--- src/rtl/perf_event_arbiter.sv ---
// Round-robin arbiter that merges per-source performance events into one logging channel.
// Optional per-source drop counters are built when PERF_ARB_DROP_COUNT_EN is defined.
module perf_event_arbiter #(
  parameter int NUM_SRC = 4,
  parameter int DEPTH   = 2,
  parameter int TAG_W   = 32
) (
  input  logic                         clk,
  input  logic                         reset,
  input  logic [63:0]                  globalCycle,
  input  logic [NUM_SRC-1:0]           src_valid,
  input  logic [NUM_SRC-1:0]           src_rd,
  input  logic [NUM_SRC-1:0]           src_wr,
  input  logic [NUM_SRC*TAG_W-1:0]     src_tag,
  output logic                         out_valid,
  input  logic                         out_ready,
  output logic [$clog2(NUM_SRC)-1:0]   out_src,
  output logic                         out_rd,
  output logic                         out_wr,
  output logic [TAG_W-1:0]             out_tag,
  output logic [63:0]                  out_cycle,
  output logic [31:0]                  out_seq
`ifdef PERF_ARB_DROP_COUNT_EN
  ,
  output logic [NUM_SRC*16-1:0]        drop_count
`endif
);

  localparam int SRC_W = $clog2(NUM_SRC);
  localparam int AW    = $clog2(DEPTH);
  localparam int EW    = 2 + TAG_W + 64;

  logic [EW-1:0]    mem    [NUM_SRC][DEPTH];
  logic [AW-1:0]    wr_ptr [NUM_SRC];
  logic [AW-1:0]    rd_ptr [NUM_SRC];
  logic [AW:0]      count  [NUM_SRC];
  logic [SRC_W-1:0] rr;
  logic [31:0]      seq;

  logic               load_en;
  logic               grant_any;
  logic [SRC_W-1:0]   grant_idx;
  logic [SRC_W-1:0]   sel;
  logic [NUM_SRC-1:0] pop;
  logic [NUM_SRC-1:0] accept;
  logic [EW-1:0]      head;
  int                 idx;

  // Scan from the highest offset down so the source closest to rr wins.
  always_comb begin
    load_en   = !out_valid || out_ready;
    grant_any = 1'b0;
    grant_idx = '0;
    idx       = 0;
    sel       = '0;
    for (int k = NUM_SRC - 1; k >= 0; k--) begin
      idx = (int'(rr) + k) % NUM_SRC;
      sel = SRC_W'(idx);
      if (count[sel] != '0) begin
        grant_any = 1'b1;
        grant_idx = sel;
      end
    end
    head = mem[grant_idx][rd_ptr[grant_idx]];
    pop    = '0;
    accept = '0;
    for (int i = 0; i < NUM_SRC; i++) begin
      pop[i]    = load_en && grant_any && (grant_idx == SRC_W'(i));
      accept[i] = src_valid[i] && ((count[i] != (AW+1)'(DEPTH)) || pop[i]);
    end
  end

  always_ff @(posedge clk) begin
    for (int i = 0; i < NUM_SRC; i++) begin
      if (accept[i] && !reset)
        mem[i][wr_ptr[i]] <= {src_rd[i], src_wr[i], src_tag[i*TAG_W +: TAG_W], globalCycle};
    end
  end

`ifdef PERF_ARB_DROP_COUNT_EN
  logic [15:0] drop_cnt [NUM_SRC];

  always_ff @(posedge clk) begin
    for (int i = 0; i < NUM_SRC; i++) begin
      if (reset)
        drop_cnt[i] <= '0;
      else if (src_valid[i] && !accept[i] && (drop_cnt[i] != 16'hFFFF))
        drop_cnt[i] <= drop_cnt[i] + 16'd1;
    end
  end

  always_comb begin
    drop_count = '0;
    for (int i = 0; i < NUM_SRC; i++)
      drop_count[i*16 +: 16] = drop_cnt[i];
  end
`endif

  always_ff @(posedge clk) begin
    if (reset) begin
      out_valid <= 1'b0;
      out_src   <= '0;
      out_rd    <= 1'b0;
      out_wr    <= 1'b0;
      out_tag   <= '0;
      out_cycle <= '0;
      out_seq   <= '0;
      seq       <= '0;
      rr        <= '0;
      for (int i = 0; i < NUM_SRC; i++) begin
        wr_ptr[i] <= '0;
        rd_ptr[i] <= '0;
        count[i]  <= '0;
      end
    end else begin
      if (load_en) begin
        out_valid <= grant_any;
        if (grant_any) begin
          {out_rd, out_wr, out_tag, out_cycle} <= head;
          out_src <= grant_idx;
          out_seq <= seq;
          seq     <= seq + 32'd1;
          rr      <= (grant_idx == SRC_W'(NUM_SRC - 1)) ? '0 : grant_idx + 1'b1;
        end
      end
      // Pointers wrap naturally because DEPTH is a power of two.
      for (int i = 0; i < NUM_SRC; i++) begin
        if (accept[i])
          wr_ptr[i] <= wr_ptr[i] + 1'b1;
        if (pop[i])
          rd_ptr[i] <= rd_ptr[i] + 1'b1;
        count[i] <= count[i] + {{AW{1'b0}}, accept[i]} - {{AW{1'b0}}, pop[i]};
      end
    end
  end

endmodule

--- config.mk ---
export PLATFORM = sky130hd
export DESIGN_NAME = perf_event_arbiter
export DESIGN_NICKNAME = d
export VERILOG_FILES = /design/src/rtl/perf_event_arbiter.sv
export SDC_FILE = /design/constraint.sdc
export NUM_CORES = 1
export LEC_CHECK = 0
export ABC_AREA = 1
export CORE_ASPECT_RATIO = 2
export CORE_MARGIN = 5
export CORE_UTILIZATION = 50
export CTS_BUF_LIST = sky130_fd_sc_hd__clkbuf_16
export DETAILED_ROUTE_END_ITERATION = 7
export PLACE_DENSITY = 0.73
export SLEW_MARGIN = 20
export SYNTH_ARGS = -nofsm -noshare
export SYNTH_HDL_FRONTEND = slang
export SYNTH_SLANG_ARGS = --single-unit
--- constraint.sdc ---
create_clock -name clk -period 7.6 [get_ports clk]
set_input_delay 1.52 -clock clk [delete_from_list [all_inputs] [get_ports clk]]
set_output_delay 1.52 -clock clk [all_outputs]
set_load 0.01 [all_outputs]
==> results.py, run 1 <==
metrics = {
    "worst_setup_path": {
        "worstSetupEndpointType": "register",
        "crit_required_ns": 8.11,
        "crit_type": "register to register",
        "cp.arrival_ns": 5.85,
        "path_common_cell": "nand2_1",
        "ff2ff_path_depth": 18,
        "startpoint_type": "register",
        "r2r_setup_slack_ns": 2.26,
        "cp_slowest_cell": "buf_4",
        "critPathMaxFanout": 62,
        "crit_path_cell_trace": "inv_2 > nand2_1 > nor2_1 > nor2_1 > nand2_1 > nand3_2 > nand2_1 > nand2_4 > nand2_4 > nand2_1 > nand2_1 > nand2_1 > nand2_4 > inv_4 > buf_4 > nand2_1 > nand3_1 > a21oi_1",
        "slowest_delay_ns": 0.83,
    },
    "sta": {
        "clock_skew_ns": 0.0260,
        "final_hold_viol_count": 0,
        "slew_violations": 0,
        "min_period_ns": 5.34,
        "tightest_slew_ns": 1.10,
        "slew_headroom": 0.267,
        "setup_violations": 0,
        "finalSetupTns_ns": 0,
        "fin_crit_sh": 0.703,
        "rsz0062_at_grt": "false",
        "max_clock_freq_mhz": 187,
    },
    "min_path": {
        "hold_depth": 2,
        "hold_path_class": "register to register",
    },
    "die": {
        "start_util": 0.504,
        "die_y_um": 415,
        "ios": 340,
        "row_count": 148,
        "die_area_mm2": 0.0883,
        "fp.dieW_um": 213,
        "core_mm2": 0.0815,
    },
    "layout": {
        "nFillCells": 6819,
        "num-nets-final": 4567,
        "drive_gt1_frac": 0.0434,
        "syn_to_final_growth_pct": 16.5,
    },
    "clock_tree": {
        "cts.htree.levels": 3,
        "tritoncts": "yes",
        "cts_setup_buffers": 0,
        "cts.repair.resized": 0,
        "clock_sinks": 969,
        "clk_latency_ns": 0.68,
        "numCtsBuffers": 83,
        "cts_hold_buf": 0,
        "root_buffer": "clkbuf_16",
        "clkSlewWorstSetupHoldPaths_ns": 0.07,
        "clockBufferDepth": 3,
    },
    "synthesis": {
        "syn_inst": 4161,
        "synthDistinctLibCells": 34,
        "post_synth.cell_area_avg_um2": 9.87,
        "ys_ff_latch": 969,
        "ys_seq_area_frac": 0.665,
        "syn-num-nets": 4377,
        "ys_warn_count": 0,
        "syn_area_mm2": 0.0411,
    },
    "global_routing": {
        "antenna_found_initial": 12,
        "grt_util_all_layers": 0.258,
        "grt_max_degree": 196,
        "grt-ovfl-total": 0,
        "first_global_vias": 29900,
        "grt_pass1_wl_mm": 176,
    },
    "routing": {
        "drt-initial-drc-count": 3197,
        "avgRoutedWirePerCell_um": 21.2,
        "finalWirelength_mm": 116,
        "dr_wl_met2_mm": 58.6,
        "top_layer_used": "met5",
        "dr_total_vias": 30600,
        "drt-pass1-iter-count": 5,
        "drc": 0,
        "viasPerCell": 5.59,
        "wl_met1_mm": 44.1,
        "detail-route-antenna-nets": 0,
        "route.met3.wl_mm": 9.17,
    },
    "outcome": {
        "status": "finished clean",
    },
    "placement": {
        "dp_hpwl_mm": 68.7,
        "port_buffers": 339,
        "gp_congestion": 0.885,
    },
    "run": {
        "drv_cap": 0,
    },
}
## layout by cell type, fill, tap and decap left out, types with 42 or more instances in the layout
master           Yosys  routed
clkbuf_16            0      86
nand3_1            799     798
clkdlybuf4s50_1      0     338
nand2_1           1486    1484
nor2_1              72      64
a21oi_1            153     153
dfxtp_1            177     177
o21ai_0             42      42
inv_1              267     282
edfxtp_1           792     792
## through the flow
| stage | hold WS [ns] | std cells | instance area [um^2] | utilization | setup WS (ns) |
|---|---|---|---|---|---|
| after floorplan | 0.444 | 4161 | 41100 | - | 0.124 |
| after global placement | 0.452 | 5315 | 45100 | 0.554 | 2.10 |
| after detailed placement | 0.457 | 5315 | 45100 | 0.554 | 2.09 |
| after CTS | 0.467 | 5470 | 47800 | 0.587 | 2.23 |
| after global routing | 0.481 | 5478 | 47900 | 0.587 | 1.84 |
| final | 0.465 | 5479 | 47900 | 0.587 | 2.26 |
## final cells by class
| type | count | area, um^2 | share of cell area |
|---|---|---|---|
| multi-input cells | 2643 | 11600 | 0.243 |
| diodes | 8 | 20.0 | 0.000418 |
| repair buffers | 385 | 3850 | 0.0805 |
| clock inverters | 69 | 546 | 0.0114 |
| inverters | 269 | 1020 | 0.0213 |
| well taps | 1050 | 1310 | 0.0275 |
| flip-flops and latches | 969 | 27300 | 0.571 |
| clock buffers | 86 | 2150 | 0.0450 |
## final timing paths
path	startpoint	to
setup / recovery	rr[0]$_SDFFE_PP0N_	out_cycle[16]$_SDFFE_PP0N_
hold / removal	out_cycle[50]$_SDFFE_PP0N_	out_cycle[50]$_SDFFE_PP0N_
setup reg to reg	rr[0]$_SDFFE_PP0N_	out_cycle[16]$_SDFFE_PP0N_
hold reg to reg	out_cycle[50]$_SDFFE_PP0N_	out_cycle[50]$_SDFFE_PP0N_
## routing by layer
metal  global-route usage  vias up
li1                     -    14300
met1                0.328    14700
met2                0.437     1362
met3               0.0451      237
met4                0.101        4
met5                    0        -
## sequential cells by signal (all words and copies together), names as in the netlist, named ones only
| signal | flops |
|---|---|
| mem | 784 |
| out_cycle | 64 |
| out_seq | 32 |
| rd_ptr | 4 |
| out_rd | 1 |
| count | 8 |
| out_tag | 32 |
| out_valid | 1 |
| rr | 2 |
| wr_ptr | 4 |
| out_src | 2 |
| out_wr | 1 |
| seq | 32 |
## Yosys cell counts
cell type | count | area [um^2]
a211oi_1 | 6 | 45.0
a21oi_1 | 153 | 766
a21oi_2 | 1 | 8.76
a31oi_1 | 1 | 6.26
and2_1 | 1 | 6.26
and3_1 | 1 | 6.26
buf_1 | 23 | 86.3
buf_2 | 126 | 631
buf_4 | 1 | 7.51
buf_6 | 3 | 33.8
clkbuf_1 | 127 | 477
dfxtp_1 | 177 | 3540
edfxtp_1 | 792 | 23800
ha_1 | 9 | 113
inv_1 | 267 | 1000
inv_2 | 2 | 7.51
nand2_1 | 1486 | 5580
nand2_2 | 3 | 18.8
nand3_1 | 799 | 4000
nand3_2 | 2 | 20.0
nand4_1 | 13 | 81.3
nor2_1 | 72 | 270
nor2_2 | 1 | 6.26
nor3_1 | 21 | 105
nor3b_1 | 2 | 15.0
nor4_1 | 5 | 31.3
nor4_2 | 1 | 12.5
o211ai_1 | 2 | 15.0
o21a_1 | 3 | 22.5
o21ai_0 | 42 | 210
o21ai_1 | 1 | 5.00
o21ai_2 | 1 | 8.76
o31ai_1 | 1 | 7.51
xor2_1 | 16 | 140
## logic make-up (layout without fill, tap and decap cells)
kind of cell,Yosys count,count (layout),share of synthesized area
adder cells (fa/ha/maj),9,9,0.00274
buffers and inverters,549,809,0.0547
other,0,8,0
AO/OA/AOI/OAI,211,211,0.0267
flip-flops,969,969,0.665
XOR/XNOR,16,16,0.00341
AND/OR/NAND/NOR,2407,2407,0.247
## worst max-delay path, delay by kind of cell, from the launching register on
kind                   cells  cell delay (ns)
DFF                        1             0.49
buffers and inverters      3             1.57
and+or+nand+nor           14             2.96
AOI/OAI and AO/OA          1             0.08
Power of run 1 is left out: the tool's default activity adds up to more than one toggle a clock period on the data nets, which glitch-free logic cannot reach.
==> inputs of run 2 (changes only) <==
--- a/config.mk
+++ b/config.mk
@@ -11,7 +11,7 @@
 export CORE_UTILIZATION = 50
 export CTS_BUF_LIST = sky130_fd_sc_hd__clkbuf_16
 export DETAILED_ROUTE_END_ITERATION = 7
-export PLACE_DENSITY = 0.73
+export PLACE_DENSITY = 0.7
 export SLEW_MARGIN = 20
 export SYNTH_ARGS = -nofsm -noshare
 export SYNTH_HDL_FRONTEND = slang
==> constraint.sdc (replaced) <==
create_clock -name clk -period 5.18 [get_ports clk]
set_input_delay 1.036 -clock clk [delete_from_list [all_inputs] [get_ports clk]]
set_output_delay 1.036 -clock clk [all_outputs]
set_load 0.01 [all_outputs]
==> run 2 against run 1 <==
Net effect: register-to-register slack got worse by 1.1 ns; utilization increased by 0.45 points; clock skew is 0.00085 ns lower; count of clock-buffer cells in the layout is 4 higher; highest routed layer unchanged; non-clock buffer count increased by 8; sequential share of layout area down 0.43 points; critical path type unchanged; cell count rose by 0.24%; final area rose by 0.76%; critical path depth shrank 1.
==> results.py, run 2 (same netlist as run 1, synthesis figures left out) <==
metrics = {
    "clock_tree": {
        "clockBufferDepth": 3,
        "root_buffer": "clkbuf_16",
        "tritoncts": "yes",
        "cts_setup_buffers": 0,
        "clkSlewWorstSetupHoldPaths_ns": 0.06,
        "clk_latency_ns": 0.68,
        "cts.repair.resized": 0,
        "cts_hold_buf": 0,
        "cts.htree.levels": 3,
        "clock_sinks": 969,
        "numCtsBuffers": 84,
    },
    "worst_setup_path": {
        "crit_type": "register to register",
        "slowest_delay_ns": 0.76,
        "critPathBufInv": 3,
        "cp.arrival_ns": 4.44,
        "path_common_cell": "nand2_1",
        "ff2ff_path_depth": 17,
        "startpoint_type": "register",
        "path_depth": 17,
        "crit_required_ns": 5.56,
        "critPathMaxFanout": 29,
        "cp_slowest_cell": "nor2_4",
        "critical-path-top-delay-family": "simple AND/OR/NAND/NOR gates",
        "worstSetupEndpointType": "register",
        "crit_path_cell_trace": "inv_2 > nand2_1 > nor2_1 > nor2_1 > nand2_1 > nand3_2 > nand2_1 > nand2_8 > nand2_1 > nor2_1 > nand2_1 > nand3_1 > nand2_1 > inv_1 > nand2_1 > nor2_4 > buf_4",
    },
    "layout": {
        "layout_commonest_cell": "nand2_1",
        "mostFrequentLayoutCells": "nand2_1, nand3_1, edfxtp_1",
        "nFillCells": 6786,
        "num-nets-final": 4576,
        "largest_reg_flops": 784,
        "final_util": 0.592,
        "syn_to_final_growth_pct": 17.4,
        "drive_gt1_frac": 0.0465,
    },
    "global_routing": {
        "antenna_found_initial": 13,
        "grt_util_all_layers": 0.257,
        "grt_max_degree": 219,
        "grt_pass1_wl_mm": 176,
        "first_global_vias": 29600,
        "grt-ovfl-total": 0,
    },
    "die": {
        "die_area_mm2": 0.0883,
        "fp.dieW_um": 213,
        "core_mm2": 0.0815,
        "start_util": 0.504,
        "ios": 340,
        "die_y_um": 415,
        "row_count": 148,
    },
    "sta": {
        "slew_violations": 0,
        "min_period_ns": 4.06,
        "slew_headroom": 0.226,
        "fin_crit_sh": 0.784,
        "tightest_slew_ns": 1.16,
        "finalSetupTns_ns": 0,
        "rsz0062_at_grt": "false",
        "holdWs_ns": 0.463,
        "setup_violations": 0,
        "clock_skew_ns": 0.0252,
        "max_clock_freq_mhz": 246,
        "final_hold_viol_count": 0,
    },
    "routing": {
        "viasPerCell": 5.55,
        "drt-pass1-iter-count": 6,
        "detail-route-antenna-nets": 0,
        "finalWirelength_mm": 116,
        "avgRoutedWirePerCell_um": 21.1,
        "drt-initial-drc-count": 2667,
        "drc": 0,
        "dr_total_vias": 30500,
    },
    "outcome": {
        "status": "finished clean",
    },
    "min_path": {
        "hold_path_class": "register to register",
        "hold_depth": 2,
    },
    "placement": {
        "gp_congestion": 0.874,
        "port_buffers": 339,
        "dp_hpwl_mm": 66.3,
    },
    "run": {
        "drv_cap": 0,
    },
}
## run 2: cell count changes in the layout (fill, tap and decap cells not counted), sizes merged
cell	delta
bufinv	-1
diode	+2
clkinvlp	-1
buf	+8
clkinv	-2
inv	+3
clkbuf	+4
## run 2: area by class of cell
cell class                 count  area [um^2]  area share
antenna                       10         25.0    0.000519
multi-input combinational   2643        11600       0.241
tap                         1050         1310      0.0272
clock inverter                68          510      0.0106
inverter                     269         1020      0.0211
clock buffer                  90         2250      0.0467
sequential                   969        27300       0.567
timing repair buffer         393         4150      0.0860
## run 2: path summary, 6_finish.rpt
path / startpoint / end / slack [ns]
max: rr[0]$_SDFFE_PP0N_ / mem[1][47]$_DFFE_PP_ / 1.12
min reg2reg: out_seq[28]$_SDFFE_PP0N_ / out_seq[28]$_SDFFE_PP0N_ / 0.46
max reg2reg: rr[0]$_SDFFE_PP0N_ / mem[1][47]$_DFFE_PP_ / 1.12
min: out_seq[28]$_SDFFE_PP0N_ / out_seq[28]$_SDFFE_PP0N_ / 0.46
## run 2: worst register-to-register path, cell delays in order (launching register included)
cell and delay, ns:
dfxtp_1 0.51, inv_2 0.17, nand2_1 0.09, nor2_1 0.04, nor2_1 0.15, nand2_1 0.12, nand3_2 0.14, nand2_1 0.19
nand2_8 0.26, nand2_1 0.16, nor2_1 0.32, nand2_1 0.19, nand3_1 0.10, nand2_1 0.06, inv_1 0.07, nand2_1 0.14
nor2_4 0.76, buf_4 0.31
## run 2: per-stage QoR
step	cells	setup slack [ns]	instance area, um^2
global route	5488	0.818	48200
global placement	5323	1.11	45400
CTS	5481	1.08	48200
finish	5492	1.12	48200
floorplan	4161	-1.50	41100
detailed placement	5323	1.14	45400
## run 2: routing by layer
metal	vias to the layer above	global-route usage	share of wire
met5	-	0	0.000086
met4	2	0.0946	0.030
met3	194	0.0335	0.074
met2	1245	0.444	0.51
met1	14700	0.330	0.39
li1	14400	-	-
Power of run 2 is left out for the same reason.
